===== src/rtl/seg_pkg.sv =====
// Shared types and segment constants for the seven-segment receive path.
// Segment order is bit 6 = a ... bit 0 = g, active-high.
package seg_pkg;

    typedef logic [6:0] seg_t;

    localparam seg_t SEG_0     = 7'b1111110;
    localparam seg_t SEG_1     = 7'b0110000;
    localparam seg_t SEG_2     = 7'b1101101;
    localparam seg_t SEG_3     = 7'b1111001;
    localparam seg_t SEG_4     = 7'b0110011;
    localparam seg_t SEG_5     = 7'b1011011;
    localparam seg_t SEG_6     = 7'b1011111;
    localparam seg_t SEG_7     = 7'b1110000;
    localparam seg_t SEG_8     = 7'b1111111;
    localparam seg_t SEG_9     = 7'b1111011;
    localparam seg_t SEG_A     = 7'b1110111;
    localparam seg_t SEG_B     = 7'b0011111;
    localparam seg_t SEG_C     = 7'b1001110;
    localparam seg_t SEG_D     = 7'b0111101;
    localparam seg_t SEG_E     = 7'b1001111;
    localparam seg_t SEG_F     = 7'b1000111;
    localparam seg_t SEG_BLANK = 7'b0000000;

    typedef enum logic {EMPTY, PENDING} out_state_t;

endpackage


===== src/rtl/seg_lookup.sv =====
// Combinational segment-pattern to digit decoder.
// Hex letters A..F decode only when SEG_DECODER_HEX_EN is defined.
module seg_lookup
    import seg_pkg::*;
(
    input  logic [6:0] seg,
    output logic [3:0] digit,
    output logic       is_digit,
    output logic       is_blank
);

    always_comb begin
        digit    = 4'd0;
        is_digit = 1'b1;
        is_blank = 1'b0;
        unique case (seg)
            SEG_0: digit = 4'd0;
            SEG_1: digit = 4'd1;
            SEG_2: digit = 4'd2;
            SEG_3: digit = 4'd3;
            SEG_4: digit = 4'd4;
            SEG_5: digit = 4'd5;
            SEG_6: digit = 4'd6;
            SEG_7: digit = 4'd7;
            SEG_8: digit = 4'd8;
            SEG_9: digit = 4'd9;
`ifdef SEG_DECODER_HEX_EN
            SEG_A: digit = 4'd10;
            SEG_B: digit = 4'd11;
            SEG_C: digit = 4'd12;
            SEG_D: digit = 4'd13;
            SEG_E: digit = 4'd14;
            SEG_F: digit = 4'd15;
`endif
            SEG_BLANK: begin
                is_digit = 1'b0;
                is_blank = 1'b1;
            end
            default: is_digit = 1'b0;
        endcase
    end

endmodule


===== src/rtl/seg_decoder.sv =====
// Debounces a seven-segment bus and offers decoded digits on valid/ready.
// Optional hex letters via SEG_DECODER_HEX_EN (see seg_lookup).
module seg_decoder
    import seg_pkg::*;
#(
    parameter int unsigned STABLE_CYCLES = 4
) (
    input  logic       clk,
    input  logic       rst,
    input  logic [6:0] seg_in,
    output logic [3:0] digit_out,
    output logic       digit_valid,
    input  logic       digit_ready,
    output logic       blank,
    output logic       err_invalid,
    output logic       overrun
);

    localparam int unsigned RunW = $clog2(STABLE_CYCLES + 1);
    localparam logic [RunW-1:0] RunMax = RunW'(STABLE_CYCLES);
    localparam logic [RunW-1:0] RunOne = RunW'(1);

    seg_t            cand_q, cand_d;
    logic [RunW-1:0] run_q, run_d;
    logic            commit;
    logic [3:0]      lk_digit;
    logic            lk_is_digit, lk_is_blank;
    out_state_t      state_q;

    always_comb begin
        cand_d = cand_q;
        run_d  = run_q;
        if (seg_in == cand_q) begin
            if (run_q != RunMax) run_d = run_q + RunOne;
        end else begin
            cand_d = seg_in;
            run_d  = RunOne;
        end
    end

    // A new pattern always starts "from below", even when the old run was saturated
    // (matters for STABLE_CYCLES == 1).
    assign commit = (run_d == RunMax) && ((seg_in != cand_q) || (run_q != RunMax));

    seg_lookup u_lookup (
        .seg      (cand_d),
        .digit    (lk_digit),
        .is_digit (lk_is_digit),
        .is_blank (lk_is_blank)
    );

    always_ff @(posedge clk) begin
        if (rst) begin
            cand_q <= SEG_BLANK;
            run_q  <= '0;
        end else begin
            cand_q <= cand_d;
            run_q  <= run_d;
        end
    end

    always_ff @(posedge clk) begin
        if (rst) begin
            state_q     <= EMPTY;
            digit_out   <= 4'd0;
            blank       <= 1'b0;
            err_invalid <= 1'b0;
            overrun     <= 1'b0;
        end else begin
            err_invalid <= commit && !lk_is_digit && !lk_is_blank;
            if (state_q == PENDING && digit_ready) state_q <= EMPTY;
            // A same-cycle digit commit wins over the transfer and keeps PENDING.
            if (commit && lk_is_digit) begin
                state_q   <= PENDING;
                digit_out <= lk_digit;
                blank     <= 1'b0;
                if (state_q == PENDING && !digit_ready) overrun <= 1'b1;
            end
            if (commit && lk_is_blank) blank <= 1'b1;
        end
    end

    assign digit_valid = (state_q == PENDING);

endmodule


===== config.mk =====
export PLATFORM = sky130hd
export DESIGN_NAME = seg_decoder
export DESIGN_NICKNAME = d
export VERILOG_FILES = /design/src/rtl/seg_pkg.sv /design/src/rtl/seg_lookup.sv /design/src/rtl/seg_decoder.sv
export SDC_FILE = /design/constraint.sdc
export NUM_CORES = 1
export LEC_CHECK = 0
export ABC_AREA = 1
export BUFFER_PORTS_ARGS = -buffer_cell sky130_fd_sc_hd__buf_4
export CAP_MARGIN = 20
export CORE_MARGIN = 3
export CORE_UTILIZATION = 46
export CTS_CLUSTER_SIZE = 8
export DETAILED_ROUTE_END_ITERATION = 10
export GPL_ROUTABILITY_DRIVEN = 0
export PLACE_DENSITY = 0.76
export SETUP_SLACK_MARGIN = 0.05
export SLEW_MARGIN = 20
export SYNTH_ARGS = -nofsm -noshare
export SYNTH_HDL_FRONTEND = slang
export SYNTH_SLANG_ARGS = --single-unit

===== constraint.sdc =====
create_clock -name clk -period 1.5 [get_ports clk]
set_clock_uncertainty 0.1 [all_clocks]
set_input_delay 0.3 -clock clk [delete_from_list [all_inputs] [get_ports clk]]
set_output_delay 0.3 -clock clk [all_outputs]
set_load 0.01 [all_outputs]

==> results.md <==
* Area Growth Syn to Fin at 41.0%
* Switching pwr at 0.240 mW
* # setup viols final at 4
* Number of distinct library cells after synthesis at 24
* Maximum fanout along the worst path at 5
* Die area at 0.00277 sq mm
* Logic gate share of total power at 17.7%
* Fin crit period at 1520 ps
* RSZ-0062 raised after global routing: true
* Metal1 wirelength at 960 um
* Num CTS Buffers at 3
* Worst path bufs/invs at 1
* Pre-antenna DRT Iters at 4
* Routed length on met3 at 78 um
* Initial antenna violation count at 0
* Fillers at 173
* Setup crit end kind: flip-flop
* Gate count after technology mapping at 141
* Worst path most repeated cell: nand2_4
* Number of max-cap violations at 0
* H-tree depth at 1
* Sw Ratio at 26.9%
* # diodes at 0
* GRT overflow at 0
* Post-synth ARST share at 0%
* Largest net degree at the start of global routing at 16
* First-pass GRT wire length at 3.78 mm
* Fin. max-slew vios at 0
* Crit-path leading delay family: simple AND/OR/NAND/NOR gates
* Num rows at 16
* Clk slew on worst S/H paths at 100 ps
* Number of synthesized flops with an enable pin at 0
* Flop pwr share at 55.4%
* DRT Wirelength at 2.24 mm
* Cell taking the most area after synthesis: dfxtp_1
* WP data required at 1640 ps
* CP arrival at 1670 ps
* DR top layer: met4
* Met2 wire len at 1.17 mm
* Clock root cell: clkbuf_4
* CTS tree: yes
* Final WS setup at -21.1 ps
* # nets final at 191
* Sequential area share after synthesis at 36.1%
* Post-place setup slack at -183 ps
* Peak supply drop at 440 uV
* Syn_nets at 153
* Initial cell density of the core at 49.9%
* CTS Buffer Depth at 2
* PD cells at 635 mW/mm^2
* Setup TNS at -49.6 ps
* Hold Crit Class: input port to flip-flop
* DP HPWL at 1.65 mm
* DRC viols at 0
* Leak pwr at 0.692 nW
* Wire per inst at 11.0 um
* Synth Warn # at 0
* Least-Margin Pin Slew at 246 ps
* Commonest cells post-synth: nand2_1 (31), nor2_1 (25), dfxtp_1 (18), inv_1 (17), a21oi_1 (7)
* Tcrit/Tclk final at 101%
* Max Fclk at 0.657 GHz
* Clock insertion delay at the later pin of the skew report at 290 ps
* Number of global-route vias before repair at 920
* Cell Chain, Critical Path: inv_2 > ha_4 > nand2_4 > xor2_4 > nand3_4 > nor2_8 > nand2_4 > nand2_2 > nand2_1 > nor2_1
* Share of cells above drive strength 1 at 41.2%
* # port buffers at 17
* Io pins at 18
* Synth Register Bits at 18
* Crit path max-delay cell type: dfxtp_2
* Core ar. at 0.00200 sq mm
* Clock power share at 26.9%
* Routed Antenna Nets at 0
* Largest cells by area after synthesis: dfxtp_1 (36%), nand2_1 (12%), nor2_1 (9.4%), inv_1 (6.4%), xnor2_1 (4.4%)
* Mapped cell area at 998 sq um
* Cell Int Power at 0.654 mW
* GRT Util Overall at 18.4%
* Slew HR at 83.4%
* Number of hold violations in the final report at 0
* CP startpoint kind: flip-flop
* Post-synth top flop: dfxtp_1
* R2r setup slk at -20 ps
* CTS Sinks at 18
* Count leader, synth: nand2_1
* Synth top area share at 36.1%
* DR iter-0 viols at 10
* Die height at 52.6 um
* Syn_area_per_cell at 7.08 sq um
* Violated checks: setup timing
* Die Span X at 52.6 um
* Pwr Total at 0.894 mW
* Via/cell ratio at 4.82
* CP peak stage delay at 350 ps
* Setup CP Type: flip-flop to flip-flop
* Routed vias at 983
* Status: complete, but fails checks
-- tightest hold or removal path: stages --
cell	delay, ps
buf_4	70
nor2_1	50
inv_1	50
a21oi_1	50
-- per-stage QoR --
stage	instance area [sq um]	hold WS, ps	std cells	util [%]
after floorplan	1020	262	141	-
after global placement	1280	337	198	64.0
after detailed placement	1280	342	198	64.0
after CTS	1370	163	203	68.6
after global routing	1410	185	204	70.3
final	1410	167	204	70.3
-- power by group through the flow --
stage               clock network (mW)  registers [mW]  logic [mW]
floorplan                            0           0.505      0.0756
global placement                     0           0.506       0.141
detailed placement                   0           0.506       0.144
CTS                              0.249           0.495       0.154
global route                     0.263           0.496       0.176
finish                           0.240           0.495       0.159
-- cells in the final DEF (no fill, tap or decap), drive strengths merged --
master	count
nand2	36
buf	33
nor2	31
inv	20
dfxtp	18
a21oi	9
nor3	7
nand3	7
xnor2	5
clkbuf	3
xor2	2
nor4	2
ha	2
nand3b	1
o21ai	1
-- state kept, by name (all words and copies together) (netlist names) --
register / flops
err_invalid: 1
overrun: 1
blank: 1
digit_valid: 1
digit_out: 4
cand_q: 7
run_q: 3
-- timing repair --
action                                  CTS  global route
endpoints found under the setup margin    8            10
cloned                                    1             0
endpoints found under the hold margin     0             0
pin swaps                                 9             1
hold buffers                              0             0
resized for setup                        11             6
buffers inserted                          1             1
-- metal layers --
layer | up-vias | GRT usage, %
met3 | 5 | 2.85
li1 | 511 | -
met4 | 0 | 8.51
met5 | - | 0
met1 | 451 | 22.1
met2 | 16 | 31.8
-- final cells by class --
| cell class | count | area (sq um) | area share, % |
|---|---|---|---|
| clock buffer | 3 | 22.5 | 1.60 |
| inverter | 20 | 75.1 | 5.33 |
| multi-input combinational | 103 | 666 | 47.3 |
| sequential | 18 | 363 | 25.8 |
| tap | 27 | 33.8 | 2.40 |
| timing repair buffer | 33 | 248 | 17.6 |
-- path summary, 6_finish.rpt --
check                             from                         to  depth (start not counted)
hold / removal             digit_ready   digit_valid$_SDFFE_PP0P_                          4
setup reg to reg   run_q[1]$_SDFF_PP0_  digit_out[3]$_SDFFE_PP0P_                         10
hold reg to reg   overrun$_SDFFE_PP0P_       overrun$_SDFFE_PP0P_                          2
setup / recovery   run_q[1]$_SDFF_PP0_  digit_out[3]$_SDFFE_PP0P_                         10
-- cell families (layout without fill, tap and decap cells) --
logic type / count (synthesis) / count (layout) / synth area share [%]
xor+xnor: 7 / 7 / 6.14
compound gates: 10 / 10 / 5.76
flops: 18 / 18 / 36.1
buf+inv: 21 / 56 / 7.89
simple gates: 83 / 84 / 41.6
fa+ha+maj: 2 / 2 / 2.51
(Power assumes the default switching activity.)
